**config.mk**
```make
export PLATFORM = sky130hd
export DESIGN_NAME = wbu_commit
export DESIGN_NICKNAME = d
export VERILOG_FILES = /design/src/rtl/wbu_commit.sv
export SDC_FILE = /design/constraint.sdc
export NUM_CORES = 1
export LEC_CHECK = 0
export ABC_AREA = 1
export BUFFER_PORTS_ARGS = -buffer_cell sky130_fd_sc_hd__buf_2
export CAP_MARGIN = 20
export CORE_ASPECT_RATIO = 0.6
export CORE_MARGIN = 2
export CORE_UTILIZATION = 35
export CTS_BUF_LIST = sky130_fd_sc_hd__clkbuf_8
export CTS_CLUSTER_DIAMETER = 120
export CTS_CLUSTER_SIZE = 14
export DETAILED_ROUTE_END_ITERATION = 10
export GPL_TIMING_DRIVEN = 0
export SLEW_MARGIN = 20
export SYNTH_ARGS = -nofsm -noshare
export SYNTH_HDL_FRONTEND = slang
export SYNTH_SLANG_ARGS = --single-unit
```
**constraint.sdc**
```tcl
create_clock -name clk -period 2.12 [get_ports clk]
set_input_delay 0.424 -clock clk [delete_from_list [all_inputs] [get_ports clk]]
set_output_delay 0.424 -clock clk [all_outputs]
set_load 0.02 [all_outputs]
```
**src/rtl/wbu_commit.sv**
```systemverilog
// Writeback/commit stage: retires ALU results in order, writes the GPR file or
// raises a precise exception with a held flush. Optional trace ports: WBU_COMMIT_TRACE_EN.
module wbu_commit #(
    parameter int DATA_W = 32,
    parameter int ETW_W  = 8,
    parameter int BRID_W = 4
) (
    input  logic              clk,
    input  logic              rst,
    input  logic              S_ALU_WBU_res_tvalid,
    output logic              S_ALU_WBU_res_tready,
    input  logic [DATA_W-1:0] res_val,
    input  logic [4:0]        res_rd,
    input  logic              res_rd_wen,
    input  logic [DATA_W-1:0] res_PC,
    input  logic              res_is_delayslot,
    input  logic [BRID_W-1:0] res_branch_id,
    input  logic [ETW_W-1:0]  res_ETW,
    output logic              rf_wen,
    output logic [4:0]        rf_waddr,
    output logic [DATA_W-1:0] rf_wdata,
    output logic              exc_valid,
    output logic [4:0]        exc_code,
    output logic [DATA_W-1:0] exc_epc,
    output logic              exc_bd,
    output logic              M_WBU_flush_tvalid,
    input  logic              M_WBU_flush_tready,
    output logic [1:0]        flush_kind,
    output logic [BRID_W-1:0] flush_branch_id,
`ifdef WBU_COMMIT_TRACE_EN
    output logic [DATA_W-1:0] debug_wb_pc,
    output logic [3:0]        debug_wb_rf_wen,
    output logic [4:0]        debug_wb_rf_wnum,
    output logic [DATA_W-1:0] debug_wb_rf_wdata,
`endif
    output logic [31:0]       commit_cnt
);

    // state | meaning
    // RUN   | commit results, raise exception on non-zero ETW
    // FLUSH | flush broadcast held until acked; incoming results are squashed
    typedef enum logic {RUN = 1'b0, FLUSH = 1'b1} state_t;

    localparam logic [1:0] FLUSH_EXC = 2'b01;
    localparam int         ENC_W     = (ETW_W > 32) ? 32 : ETW_W;

    state_t state, state_nx;

    logic              xfer;
    logic              is_exc;
    logic              rf_wen_d, exc_valid_d, flush_tvalid_d, exc_bd_d;
    logic [4:0]        rf_waddr_d, exc_code_d;
    logic [DATA_W-1:0] rf_wdata_d, exc_epc_d;
    logic [1:0]        flush_kind_d;
    logic [BRID_W-1:0] flush_bid_d;
    logic [31:0]       commit_cnt_d;

    function automatic logic [4:0] lowest_set(input logic [ETW_W-1:0] etw);
        logic [4:0] code;
        code = 5'd0;
        for (int i = ENC_W - 1; i >= 0; i--) begin
            if (etw[i]) code = i[4:0];
        end
        return code;
    endfunction

    assign S_ALU_WBU_res_tready = (state == RUN) | (state == FLUSH);
    assign xfer   = S_ALU_WBU_res_tvalid & S_ALU_WBU_res_tready;
    assign is_exc = |res_ETW;

    always_ff @(posedge clk) begin
        if (!rst) state <= RUN;
        else      state <= state_nx;
    end

    always_comb begin
        state_nx = state;
        case (state)
            RUN:     if (xfer && is_exc) state_nx = FLUSH;
            FLUSH:   if (M_WBU_flush_tready && M_WBU_flush_tvalid) state_nx = RUN;
            default: state_nx = RUN;
        endcase
    end

    always_comb begin
        rf_wen_d       = 1'b0;
        exc_valid_d    = 1'b0;
        rf_waddr_d     = rf_waddr;
        rf_wdata_d     = rf_wdata;
        exc_code_d     = exc_code;
        exc_epc_d      = exc_epc;
        exc_bd_d       = exc_bd;
        flush_tvalid_d = M_WBU_flush_tvalid;
        flush_kind_d   = flush_kind;
        flush_bid_d    = flush_branch_id;
        commit_cnt_d   = commit_cnt;
        case (state)
            RUN: begin
                if (xfer && !is_exc) begin
                    rf_wen_d     = res_rd_wen & (res_rd != 5'd0);
                    rf_waddr_d   = res_rd;
                    rf_wdata_d   = res_val;
                    commit_cnt_d = commit_cnt + 32'd1;
                end else if (xfer) begin
                    exc_valid_d    = 1'b1;
                    exc_code_d     = lowest_set(res_ETW);
                    exc_epc_d      = res_is_delayslot ? res_PC - DATA_W'(4) : res_PC;
                    exc_bd_d       = res_is_delayslot;
                    flush_tvalid_d = 1'b1;
                    flush_kind_d   = FLUSH_EXC;
                    flush_bid_d    = res_branch_id;
                end
            end
            FLUSH: begin
                // Younger results are consumed but never retire.
                if (M_WBU_flush_tready) flush_tvalid_d = 1'b0;
            end
            default: ;
        endcase
    end

    always_ff @(posedge clk) begin
        if (!rst) begin
            rf_wen             <= 1'b0;
            rf_waddr           <= 5'd0;
            rf_wdata           <= '0;
            exc_valid          <= 1'b0;
            exc_code           <= 5'd0;
            exc_epc            <= '0;
            exc_bd             <= 1'b0;
            M_WBU_flush_tvalid <= 1'b0;
            flush_kind         <= 2'b00;
            flush_branch_id    <= '0;
            commit_cnt         <= 32'd0;
        end else begin
            rf_wen             <= rf_wen_d;
            rf_waddr           <= rf_waddr_d;
            rf_wdata           <= rf_wdata_d;
            exc_valid          <= exc_valid_d;
            exc_code           <= exc_code_d;
            exc_epc            <= exc_epc_d;
            exc_bd             <= exc_bd_d;
            M_WBU_flush_tvalid <= flush_tvalid_d;
            flush_kind         <= flush_kind_d;
            flush_branch_id    <= flush_bid_d;
            commit_cnt         <= commit_cnt_d;
        end
    end

`ifdef WBU_COMMIT_TRACE_EN
    always_ff @(posedge clk) begin
        if (!rst) begin
            debug_wb_pc       <= '0;
            debug_wb_rf_wen   <= 4'd0;
            debug_wb_rf_wnum  <= 5'd0;
            debug_wb_rf_wdata <= '0;
        end else begin
            debug_wb_rf_wen   <= {4{rf_wen_d}};
            debug_wb_rf_wnum  <= rf_waddr_d;
            debug_wb_rf_wdata <= rf_wdata_d;
            if (state == RUN && xfer) debug_wb_pc <= res_PC;
        end
    end
`endif

endmodule

```
==> Word level (Yosys, flattened, before mapping) <==
Index checks and enable logic that the tools add are counted.
{ "word_totals": {"word_cells": 49, "output_inout_bits": 117, "register_bits": 116, "inputBits": 87} }
{ "classes": {"n_mux": 17, "bitwise": 4, "reduce_logical": 11, "n_eq_ne": 3, "add_sub_neg": 2} }
{ "op_table": {"columns": ["operator", "n"], "rows": [
  ["$mux 5", 7],
  ["$add 32x1->32 const B", 1],
  ["$mux 32", 1],
  ["$sub 32x3->32 const B", 1],
  ["$reduce_or 8->1", 1],
  ["$mux 1", 6],
  ["$ne 2x2->1 const B", 3],
  ["$reduce_and 3->1", 2],
  ["$reduce_or 3->1", 2],
  ["$reduce_bool 5->1", 1],
  ["$pmux 1 s2", 2],
  ["$logic_and 1x1->1", 3],
  ["$mux 3", 1],
  ["$not 1->1", 3],
  ["$reduce_and 2->1", 1],
  ["$and 1x1->1", 1],
  ["$logic_not 1->1", 1]
]} }

==> Logic depth before layout (Yosys ltp) <==
Gate-level depths: netlist of the first run.
{ "logic_depth": {"word_depth": 8, "ltp_mapped": 11, "depth_no_buf": 11} }

==> Least setup slack after synthesis of the first run <==
OpenSTA, ideal clock, no wires.
{ "synth_path": {"kind": "register to register", "from": "register commit_cnt[1]", "to": "register commit_cnt[24]", "synth_period_minus_slack_ns": 1.661, "slack_ns": 0.459, "setup_ns": 0.113, "arrival_ns": 1.549, "t_required_ns": 2.007, "path_stages_with_launch": 10, "cell_sequence": "dfxtp_1 > ha_1 > nand3_1 > nor2_2 > and2_1 > nand2_1 > nor2_4 > nand2_1 > nor2_1 > nor2_1"} }
{ "synth_between": {"elab_chain_len": 1} }
{ "synth_lines": {"columns": ["item", "line_no", "source"], "rows": [
  ["start: declaration", "36", "output logic [31:0] commit_cnt"],
  ["start signal: assignment", "146", "commit_cnt <= commit_cnt_d;"],
  ["$add 32x1->32", "103", "commit_cnt_d = commit_cnt + 32'd1;"]
]} }
Every way passes these cells.
A chain may end at the register's enable or synchronous reset.

==> Worst setup path after layout of the first run <==
{ "layout_path": {"from": "register commit_cnt[0]", "to": "register commit_cnt[24]"} }
The elaborated chain is that of the path after synthesis.

==> metrics.md, run 1 <==
| Metric | Value |
|---|---|
| Status | `finished clean` |
| Metal1 wirelength | `between 10,000 and 15,000 um` |
| Met3 routed WL | `slightly below 2000 um` |
| VDD IR max | `about 370 uV` |
| Starting density of the core | `between 30% and 40%` |
| Top-area cell type share of the netlist area | `about two fifths` |
| Critical path launch point type | `flop` |
| WP data arrival | `approximately 2.2 ns` |
| Worst R2R Path Depth | `10` |
| Remaining global-route overflow | `0` |
| Final Hold Vio Count | `0` |
| Cell variety after synth | `36` |
| Pleak | `~3.3 nW` |
| Max Cap Violations | `0` |
| Cts bufs inserted | `17` |
| Post-Syn Area per Cell | `6.503 um^2` |
| Routed len/inst | `15.16 um` |
| Input/output buffers | `between 150 and 200` |
| Postcts setup bufs | `0` |
| DIE WIDTH | `~170 um` |
| H-tree levels | `4` |
| Full die area | `around 0.017 mm^2` |
| CTS clk-pin slew, worst paths | `0.08 ns` |
| Worst Tran Pin Value | `roughly 0.65 ns` |
| Worst setup path end | `commit_cnt[24]` |
| Fmax | `roughly 0.55 GHz` |
| Final WS setup | `between 0.3 and 0.4 ns` |
| Via density | `4.762` |
| Placed Cells | `1,285` |
| Filler-free cell count of the finished design | `approximately 1,300` |
| Setup TNS | `0 ns` |
| Longest Clk Path Bufs | `2` |
| Layout area overhead | `28.79%` |
| Total core area | `~0.016 mm^2` |
| Ant. Diodes | `0` |
| CP startpoint | `commit_cnt[0]` |
| Clock sinks | `~110` |
| ANT nets after route | `0` |
| Clk Latency, worst-skew pair | `approximately 0.43 ns` |
| Power per Cell Area | `673.8 mW/mm^2` |
| Hpwl dp | `between 15,000 and 20,000 um` |
| Final setup fails | `0` |
| Number of flops mapped to enable cells by yosys | `0` |
| CP endpoint kind | `flop` |
| Post-Route Utilization | `between 40% and 50%` |
| Internal reg-to-reg setup slack | `0.31 ns` |
| Clk root buf | `clkbuf_8` |
| Fin crit period | `roughly 1.8 ns` |
| Drt first pass iters | `5` |
| Final net count | `about 1,200` |
| Worst Hold Class | `input port to flop` |
| Vias in the first global route | `~5,500` |
| GP Congestion | `between 0.9 and 1` |
| Slew Limit Fails | `0` |
| Synthesized area | `0.005697 mm^2` |
| Top sig layer | `met5` |
| Post-cts sizing count | `0` |
| Synth area leaders | `dfxtp_1, nand2_1, nor2_1, a21oi_1, nand3_1` |
| R2R Path End | `commit_cnt[24]` |
| Relative slew slack | `between 50% and 60%` |
| Via count | `between 6,000 and 7,000` |
| DR DRC count | `0` |
| Share of cells above drive strength 1 | `25.00%` |
| Synth Register Bits | `114` |
| Prevailing post-synth register cell | `dfxtp_1` |
| Setup CP Type | `flop to flop` |
| Synth warnings | `0` |
| Commonest cells in the netlist | `nand2_1, nor2_1, dfxtp_1, a21oi_1, inv_1` |
| Post-CTS Hold Buffers | `0` |
| Post-synth ARST share | `0%` |
| Final wirelength | `19,960 um` |
| Largest net degree at the start of global routing | `17` |
| Crit share post-route | `between 80 and 90%` |
| CP max FO | `5` |
| First-pass GRT wire length | `30,550 um` |
| Total power after layout | `0.004943 W` |
| Synth area leader | `dfxtp_1` |
| # rows | `36` |
| RSZ-0062 raised after global routing | `no` |
| Io pins | `204` |
| CTS tree | `yes` |
| Initial DRC Count | `between 500 and 600` |
| Die height | `~100 um` |
| Critical Path RT | `2.49 ns` |
| Dpl ws | `~0.071 ns` |
| GRT Total Usage | `23.06%` |
| Met2 WL | `about 7300 um` |
| Post-Syn Instances | `between 800 and 900` |
| Seq/Total Area, Yosys | `40.06%` |
| Count leader, synth | `nand2_1` |
| R2R Path Start | `commit_cnt[0]` |
| Skew final | `roughly 0.014 ns` |
| Initial antenna violation count | `1` |
## worst max-delay path, stage by stage (launching register included)
cell and delay (ns):
dfxtp_1 0.38, ha_1 0.21, nand3_1 0.19, nor2_2 0.27, and2_1 0.22, nand2_1 0.10, nor2_4 0.13, nand2_1 0.08
nand2_1 0.06, nand2_1 0.04, nor2_1 0.09
## state kept, by name (all words and copies together), names as in the netlist
name                flops
M_WBU_flush_tvalid      1
flush_kind              1
rf_wdata               32
state                   1
exc_valid               1
exc_bd                  1
rf_wen                  1
exc_epc                32
rf_waddr                5
flush_branch_id         4
exc_code                3
commit_cnt             32
## cell families after synthesis
family          count (synthesis)  synth area share, %
compound gates                137                12.70
xor+xnor                       15                2.306
fa+ha+maj                       2               0.4392
buf+inv                       109                7.951
flops                         114                40.06
other cells                     2               0.1318
simple gates                  497                36.42
## through the flow
stage	hold WS, ns	cell area, um^2
2_1_floorplan	0.5206	5704
3_3_place_gp	0.4362	6957
3_5_place_dp	0.4368	6957
4_1_cts	0.1890	7337
5_1_grt	0.1874	7337
6_report	0.2153	7337
## per-layer routing
layer | vias to the layer above | global-route usage [%]
met4 | 2 | 4.576
met2 | 232 | 30.26
met1 | 2790 | 36.18
li1 | 3238 | -
met5 | - | 0
met3 | 10 | 6.795
## final cells by class
cell class                 count  area [um^2]
clock inverter                15        146.4
timing repair buffer         198        991.0
inverter                      74        277.8
fill                        1767         8743
clock buffer                  17        234.0
buffer                        35        175.2
tap                          209        261.5
sequential                   114         2282
multi-input combinational    655         2969
## power by group
part           total, W  switching, W  internal [W]
registers       0.00226     0.0000441       0.00222
clock network   0.00203       0.00107      0.000961
logic          0.000645      0.000434      0.000211
total           0.00494       0.00155       0.00339
## cell usage in the layout (no fill, tap or decap), types with 14 or more instances in the layout
| cell type | n |
|---|---|
| nor2_1 | 136 |
| buf_2 | 212 |
| nand2_1 | 270 |
| nand3_1 | 48 |
| clkbuf_8 | 17 |
| o21ai_0 | 15 |
| a21oi_1 | 80 |
| o21ai_1 | 26 |
| inv_1 | 61 |
| dfxtp_1 | 114 |
| clkbuf_1 | 14 |
## worst min-delay path by stage
stage                startpoint            endpoint  slack (ns)  cells past startpoint
3_3_place_gp      flush_kind[0]       flush_kind[0]        0.44                      2
3_5_place_dp      flush_kind[0]       flush_kind[0]        0.44                      2
6_report       res_branch_id[2]  flush_branch_id[2]        0.22                      3
5_1_grt               res_PC[1]          exc_epc[1]        0.19                      3
2_1_floorplan     flush_kind[0]       flush_kind[0]        0.52                      2
4_1_cts               res_PC[1]          exc_epc[1]        0.19                      3
No activity file was read; power rests on OpenSTA's default activity.
==> run 2: changes to the inputs <==
Settings changed: PLACE_DENSITY from default to 0.61.
==> run 2 against run 1 <==
  * Maximum frequency down 1.4%
  * Power rose by 3.6%
  * Sequential power about the same
  * Design area is 0.56% higher
  * Flip-flop and latch count stayed put
  * Wire length is 1.2% higher
  * Hold slack got worse by 0.025 ns
  * Largest cell class unchanged
==> metrics.md, run 2 (synthesis results as in run 1) <==
| Metric | Value |
|---|---|
| Status | `finished clean` |
| Sw frac | `29.55% (-1.9 points)` |
| H-tree levels | `4 (unchanged)` |
| Full die area | `0.01735 mm^2 (unchanged)` |
| Multi-input logic area | `0.002969 mm^2 (unchanged)` |
| GP Congestion | `0.9548 (-0.22%)` |
| Hpwl dp | `16,140 um (+2.2%)` |
| Drt first pass iters | `5 (unchanged)` |
| Worst Hold Class | `input port to flop` |
| Most frequent cells in the layout | `nand2_1, buf_2, nor2_1` |
| Critical path launch point type | `flop` |
| Vias in the first global route | `5,710 (+3.8%)` |
| Worst Tran Pin Value | `0.6683 ns (+0.01589 ns)` |
| Initial antenna violation count | `1 (unchanged)` |
| Largest regs | `commit_cnt (32), exc_epc (32), rf_wdata (32)` |
| Cts bufs inserted | `17 (unchanged)` |
| Post-CTS Hold Buffers | `0 (unchanged)` |
| Total core area | `0.01608 mm^2 (unchanged)` |
| Critical Path RT | `2.49 ns (about the same)` |
| Final Hold Vio Count | `0 (unchanged)` |
| Via density | `4.754 (-0.17%)` |
| # rows | `36 (unchanged)` |
| Combinational share of power | `12.6% (-0.4 points)` |
| RSZ-0062 raised after global routing | `no` |
| Sequential group share of total power | `44.2% (-1.6 points)` |
| CP max FO | `5 (unchanged)` |
| DR DRC count | `0 (unchanged)` |
| GRT Total Usage | `23.63% (+0.57 points)` |
| Share of cells above drive strength 1 | `24.91% (-0.090 points)` |
| Input/output buffers | `198 (unchanged)` |
| Final setup fails | `0 (unchanged)` |
| Clk root buf | `clkbuf_8` |
| CTS tree | `yes` |
| Setup CP Type | `flop to flop` |
| First-pass GRT wire length | `31,410 um (+2.8%)` |
| Layout area overhead | `29.52%` |
| Power per Cell Area | `694.2 mW/mm^2 (+3.0%)` |
| Clk Latency, worst-skew pair | `0.44 ns (about the same)` |
| Max Cap Violations | `0 (unchanged)` |
| DIE WIDTH | `168.7 um (unchanged)` |
| Reg area | `0.002282 mm^2 (unchanged)` |
| Clock sinks | `114 (unchanged)` |
| CP endpoint kind | `flop` |
| Routed len/inst | `15.34 um (+1.2%)` |
| Clock network power share | `43.2% (+2.0 points)` |
| Relative slew slack | `55.45% (-1.1 points)` |
| ANT nets after route | `0 (unchanged)` |
| Initial DRC Count | `395 (-26%)` |
| Starting density of the core | `35.43% (unchanged)` |
| Remaining global-route overflow | `0 (unchanged)` |
| VDD IR max | `378.5 uV (+3.4%)` |
| WP data arrival | `2.21 ns (+0.03 ns)` |
| Commonest non-fill, non-tap cell in the layout | `nand2_1` |
| Post-cts sizing count | `0 (unchanged)` |
| Final wirelength | `20,210 um (+1.2%)` |
| Postcts setup bufs | `0 (unchanged)` |
| Post-Route Utilization | `45.88% (+0.26 points)` |
| Die height | `102.8 um (unchanged)` |
| Crit share post-route | `86.75% (+1.2 points)` |
| Cell-internal power | `0.003608 W (+6.4%)` |
| Fmax | `0.5438 GHz (-1.4%)` |
| Longest Clk Path Bufs | `2 (unchanged)` |
| CTS clk-pin slew, worst paths | `0.08 ns (about the same)` |
| Io pins | `204 (unchanged)` |
| Largest net degree at the start of global routing | `17 (unchanged)` |
| Final net count | `1,184 (unchanged)` |
| Pleak | `3.366 nW (+0.53%)` |
| Setup TNS | `0 ns (unchanged)` |
| Filler cells | `1,717 (-2.8%)` |
| Fin crit period | `1.839 ns (+0.02541 ns)` |
| Slew Limit Fails | `0 (unchanged)` |
| Skew final | `0.01312 ns (-0.001325 ns)` |
| Psw | `0.001514 W (-2.5%)` |
| Via count | `6,266 (-0.096%)` |
-- run 2: worst max-delay path: stages, from the launching register on --
cell	delay (ns)
dfxtp_1	0.39
ha_1	0.20
nand3_1	0.21
nor2_2	0.26
and2_1	0.20
nand2_1	0.10
nor2_4	0.14
nand2_1	0.08
nand2_1	0.07
nand2_1	0.05
nor2_1	0.09
-- run 2: layout make-up --
class | count | area share, %
multi-input cells | 655 | 40.24
flip-flops and latches | 114 | 30.93
repair buffers | 198 | 13.43
inverters | 74 | 3.765
well taps | 209 | 3.544
clock buffers | 17 | 3.171
clock inverters | 15 | 2.510
plain buffers | 35 | 2.374
diodes | 1 | 0.03392
-- run 2: path summary, 6_finish.rpt --
check        slack, ns  cells past startpoint                  to          startpoint
max reg2reg       0.28                     10      commit_cnt[20]       commit_cnt[0]
min               0.19                      2  M_WBU_flush_tvalid  M_WBU_flush_tready
max               0.28                     10      commit_cnt[20]       commit_cnt[0]
min reg2reg       0.44                      2       flush_kind[0]       flush_kind[0]
-- run 2: metrics by stage --
step | power (W) | hold slack, ns | setup slack, ns | instance area, um^2 | std cells
final | 0.005122 | 0.1898 | 0.2810 | 7378 | 1318
after global routing | 0.005352 | 0.1773 | 0.06352 | 7376 | 1317
after CTS | 0.005180 | 0.1617 | 0.2944 | 7376 | 1317
after detailed placement | 0.002954 | 0.4364 | 0.1651 | 6957 | 1285
after global placement | 0.002953 | 0.4275 | 0.1556 | 6957 | 1285
after floorplan | 0.002663 | 0.5206 | 0.4587 | 5704 | 878
-- run 2: power groups by stage --
stage	logic [W]	registers, W	clock network, W
final	0.000645	0.00226	0.00221
after global routing	0.000713	0.00227	0.00237
after CTS	0.000644	0.00226	0.00227
after detailed placement	0.000642	0.00231	0
after global placement	0.000641	0.00231	0
after floorplan	0.000257	0.00241	0
-- run 2: metal layers --
metal  vias up  GRT usage (%)  part of all wire (%)  wire length [um]
met2       205          31.59                    37              7517
met3        12          8.023                   8.7              1767
met5         -              0                     0                 0
met1      2817          36.11                    53             10790
li1       3232              -                     -                 -
met4         0          4.443                  0.70               142
==> run 3: changes to the inputs <==
Settings changed: BUFFER_PORTS_ARGS -buffer_cell sky130_fd_sc_hd__buf_2 to default, DONT_BUFFER_PORTS from default to 1, PLACE_DENSITY 0.61 to 0.5, SLEW_MARGIN 20 to 0.
==> run 3 against run 2 <==
  * Wire length fell by 3.3%
  * Clock power fell by 3%
  * Utilization fell by 6.2 points
  * Flip-flop and latch count did not move
  * Non-clock buffer count fell by 198
  * Largest power group unchanged
==> metrics.md, run 3 (synthesis results as in run 1) <==
| Metric | Value |
|---|---|
| Fmax | `0.5353 GHz (-1.6%)` |
| RSZ-0062 raised after global routing | `no` |
| Vias in the first global route | `5,107 (-11%)` |
| Cts bufs inserted | `17 (unchanged)` |
| Internal reg-to-reg setup slack | `0.25 ns (-0.03 ns)` |
| Hold EP | `M_WBU_flush_tvalid` |
| Psw | `0.001490 W (-1.6%)` |
| Fin crit period | `1.868 ns (+0.02900 ns)` |
| Remaining global-route overflow | `0 (unchanged)` |
| Longest Clk Path Bufs | `2 (unchanged)` |
| Clock sinks | `114 (unchanged)` |
| Layout area overhead | `12.04%` |
| Total core area | `0.01608 mm^2 (unchanged)` |
| CP max FO | `5 (unchanged)` |
| Hpwl dp | `15,400 um (-4.6%)` |
| Clock network power share | `44.0% (+0.8 points)` |
| CP startpoint | `commit_cnt[0]` |
| GP Congestion | `0.9539 (about the same)` |
| Largest net degree at the start of global routing | `17 (unchanged)` |
| Commonest non-fill, non-tap cell in the layout | `nand2_1` |
| Post-CTS Hold Buffers | `0 (unchanged)` |
| Io pins | `204 (unchanged)` |
| Input/output buffers | `0 (-100%)` |
| Critical Path RT | `2.49 ns (about the same)` |
| Initial DRC Count | `406 (+2.8%)` |
| Filler-free cell count of the finished design | `1,119 (-15%)` |
| H-tree levels | `4 (unchanged)` |
| Combinational share of power | `7.4% (-5.2 points)` |
| WP data arrival | `2.24 ns (+0.03 ns)` |
| Drt first pass iters | `5 (unchanged)` |
| Via count | `5,607 (-11%)` |
| DR DRC count | `0 (unchanged)` |
| Setup CP Type | `flop to flop` |
| Worst Tran Pin Value | `0.6925 ns (+0.02416 ns)` |
| ANT nets after route | `0 (unchanged)` |
| Slew Limit Fails | `0 (unchanged)` |
| Hold WS | `0.06964 ns (-0.1201 ns)` |
| Via density | `5.011 (+5.4%)` |
| Skew final | `0.01448 ns (+0.001357 ns)` |
| # rows | `36 (unchanged)` |
| Largest regs | `commit_cnt (32), exc_epc (32), rf_wdata (32)` |
| Most frequent cells in the layout | `nand2_1, nor2_1, dfxtp_1` |
| Share of cells above drive strength 1 | `9.341% (-16 points)` |
| Critical path launch point type | `flop` |
| Die height | `102.8 um (unchanged)` |
| Initial antenna violation count | `0 (-1)` |
| Max Cap Violations | `0 (unchanged)` |
| Placed Cells | `1,087 (-15%)` |
| Hold Path Depth | `1 (-1)` |
| Final setup fails | `0 (unchanged)` |
| Power per Cell Area | `767.3 mW/mm^2 (+11%)` |
| Clk Latency, worst-skew pair | `0.44 ns (about the same)` |
| CP endpoint kind | `flop` |
| Cell-internal power | `0.003407 W (-5.6%)` |
| Sw frac | `30.42% (+0.87 points)` |
| Crit share post-route | `88.11% (+1.4 points)` |
| Routed len/inst | `17.47 um (+14%)` |
| Final Hold Vio Count | `0 (unchanged)` |
| Relative slew slack | `53.84% (-1.6 points)` |
| VDD IR max | `335.2 uV (-11%)` |
| Worst Hold Class | `input port to flop` |
| Starting density of the core | `35.43% (unchanged)` |
| Full die area | `0.01735 mm^2 (unchanged)` |
| GRT Total Usage | `22.54% (-1.1 points)` |
| CTS tree | `yes` |
| Status | `finished clean` |
| Filler cells | `1,729 (+0.70%)` |
| First-pass GRT wire length | `29,290 um (-6.7%)` |
| Setup TNS | `0 ns (unchanged)` |
| DIE WIDTH | `168.7 um (unchanged)` |
| Post-cts sizing count | `0 (unchanged)` |
| Pleak | `2.434 nW (-28%)` |
| Total power after layout | `0.004897 W (-4.4%)` |
| Finished layout cell area | `0.006382 mm^2 (-13%)` |
| Final wirelength | `19,550 um (-3.3%)` |
| R2R Path Start | `commit_cnt[0]` |
| Hold path startpoint | `M_WBU_flush_tready` |
| Worst R2R Path Depth | `10 (unchanged)` |
| Sequential group share of total power | `48.6% (+4.4 points)` |
| Postcts setup bufs | `0 (unchanged)` |
| Clk root buf | `clkbuf_8` |
| Placed cell area | `0.005966 mm^2 (-14%)` |
| CTS clk-pin slew, worst paths | `0.09 ns (about the same)` |
| Final net count | `986 (-17%)` |
| R2R Path End | `commit_cnt[24]` |
| Ant. Diodes | `0 (-1)` |
run 3: cell types whose count changed in the layout (fill, tap and decap cells not counted), sizes merged:
cell	previous run	this run
buf	219	21
bufinv	3	2
clkinv	6	4
clkinvlp	3	0
diode	1	0
inv	77	83
run 3: how the worst max path moves through the flow:
stage	to	slack, ns	cells after the start
floorplan	commit_cnt[24]	0.46	9
global placement	commit_cnt[20]	0.09	10
detailed placement	commit_cnt[24]	0.1	10
CTS	commit_cnt[20]	0.07	10
global route	commit_cnt[19]	0.02	9
finish	commit_cnt[24]	0.25	10
run 3: power by group through the flow:
stage          clock (W)  combinational, W  sequential (W)
2_1_floorplan          0          0.000257         0.00241
3_3_place_gp           0          0.000355         0.00243
3_5_place_dp           0          0.000354         0.00243
4_1_cts          0.00221          0.000355         0.00238
5_1_grt          0.00231          0.000407         0.00239
6_report         0.00215          0.000361         0.00238
run 3: layout make-up:
| class | instances | area [um^2] | area share [%] |
|---|---|---|---|
| clock buffer | 17 | 234.0 | 3.666 |
| buffer | 35 | 175.2 | 2.745 |
| clock inverter | 15 | 167.7 | 2.627 |
| sequential | 114 | 2290 | 35.88 |
| tap | 209 | 261.5 | 4.097 |
| inverter | 74 | 277.8 | 4.352 |
| multi-input combinational | 655 | 2977 | 46.64 |
run 3: worst max-delay path, stage by stage (launching register included):
cell     delay [ns]
dfxtp_2        0.43
ha_1           0.22
nand3_1        0.23
nor2_4         0.23
and2_1         0.20
nand2_1        0.10
nor2_4         0.12
nand2_1        0.08
nand2_1        0.07
nand2_1        0.04
nor2_1         0.09
run 3: per-layer routing:
metal	vias up	global-route usage, %	wire length, um
met5	-	0	0
met4	0	5.570	133
met3	13	11.48	2463
met2	224	27.68	7086
met1	2520	33.42	9868
li1	2850	-	-
run 3: stage by stage:
step	setup WS, ns	util (%)
final	0.2520	39.69
after global routing	0.02275	39.69
after CTS	0.06963	39.60
after detailed placement	0.09599	37.10
after global placement	0.09385	37.10
after floorplan	0.4587	-
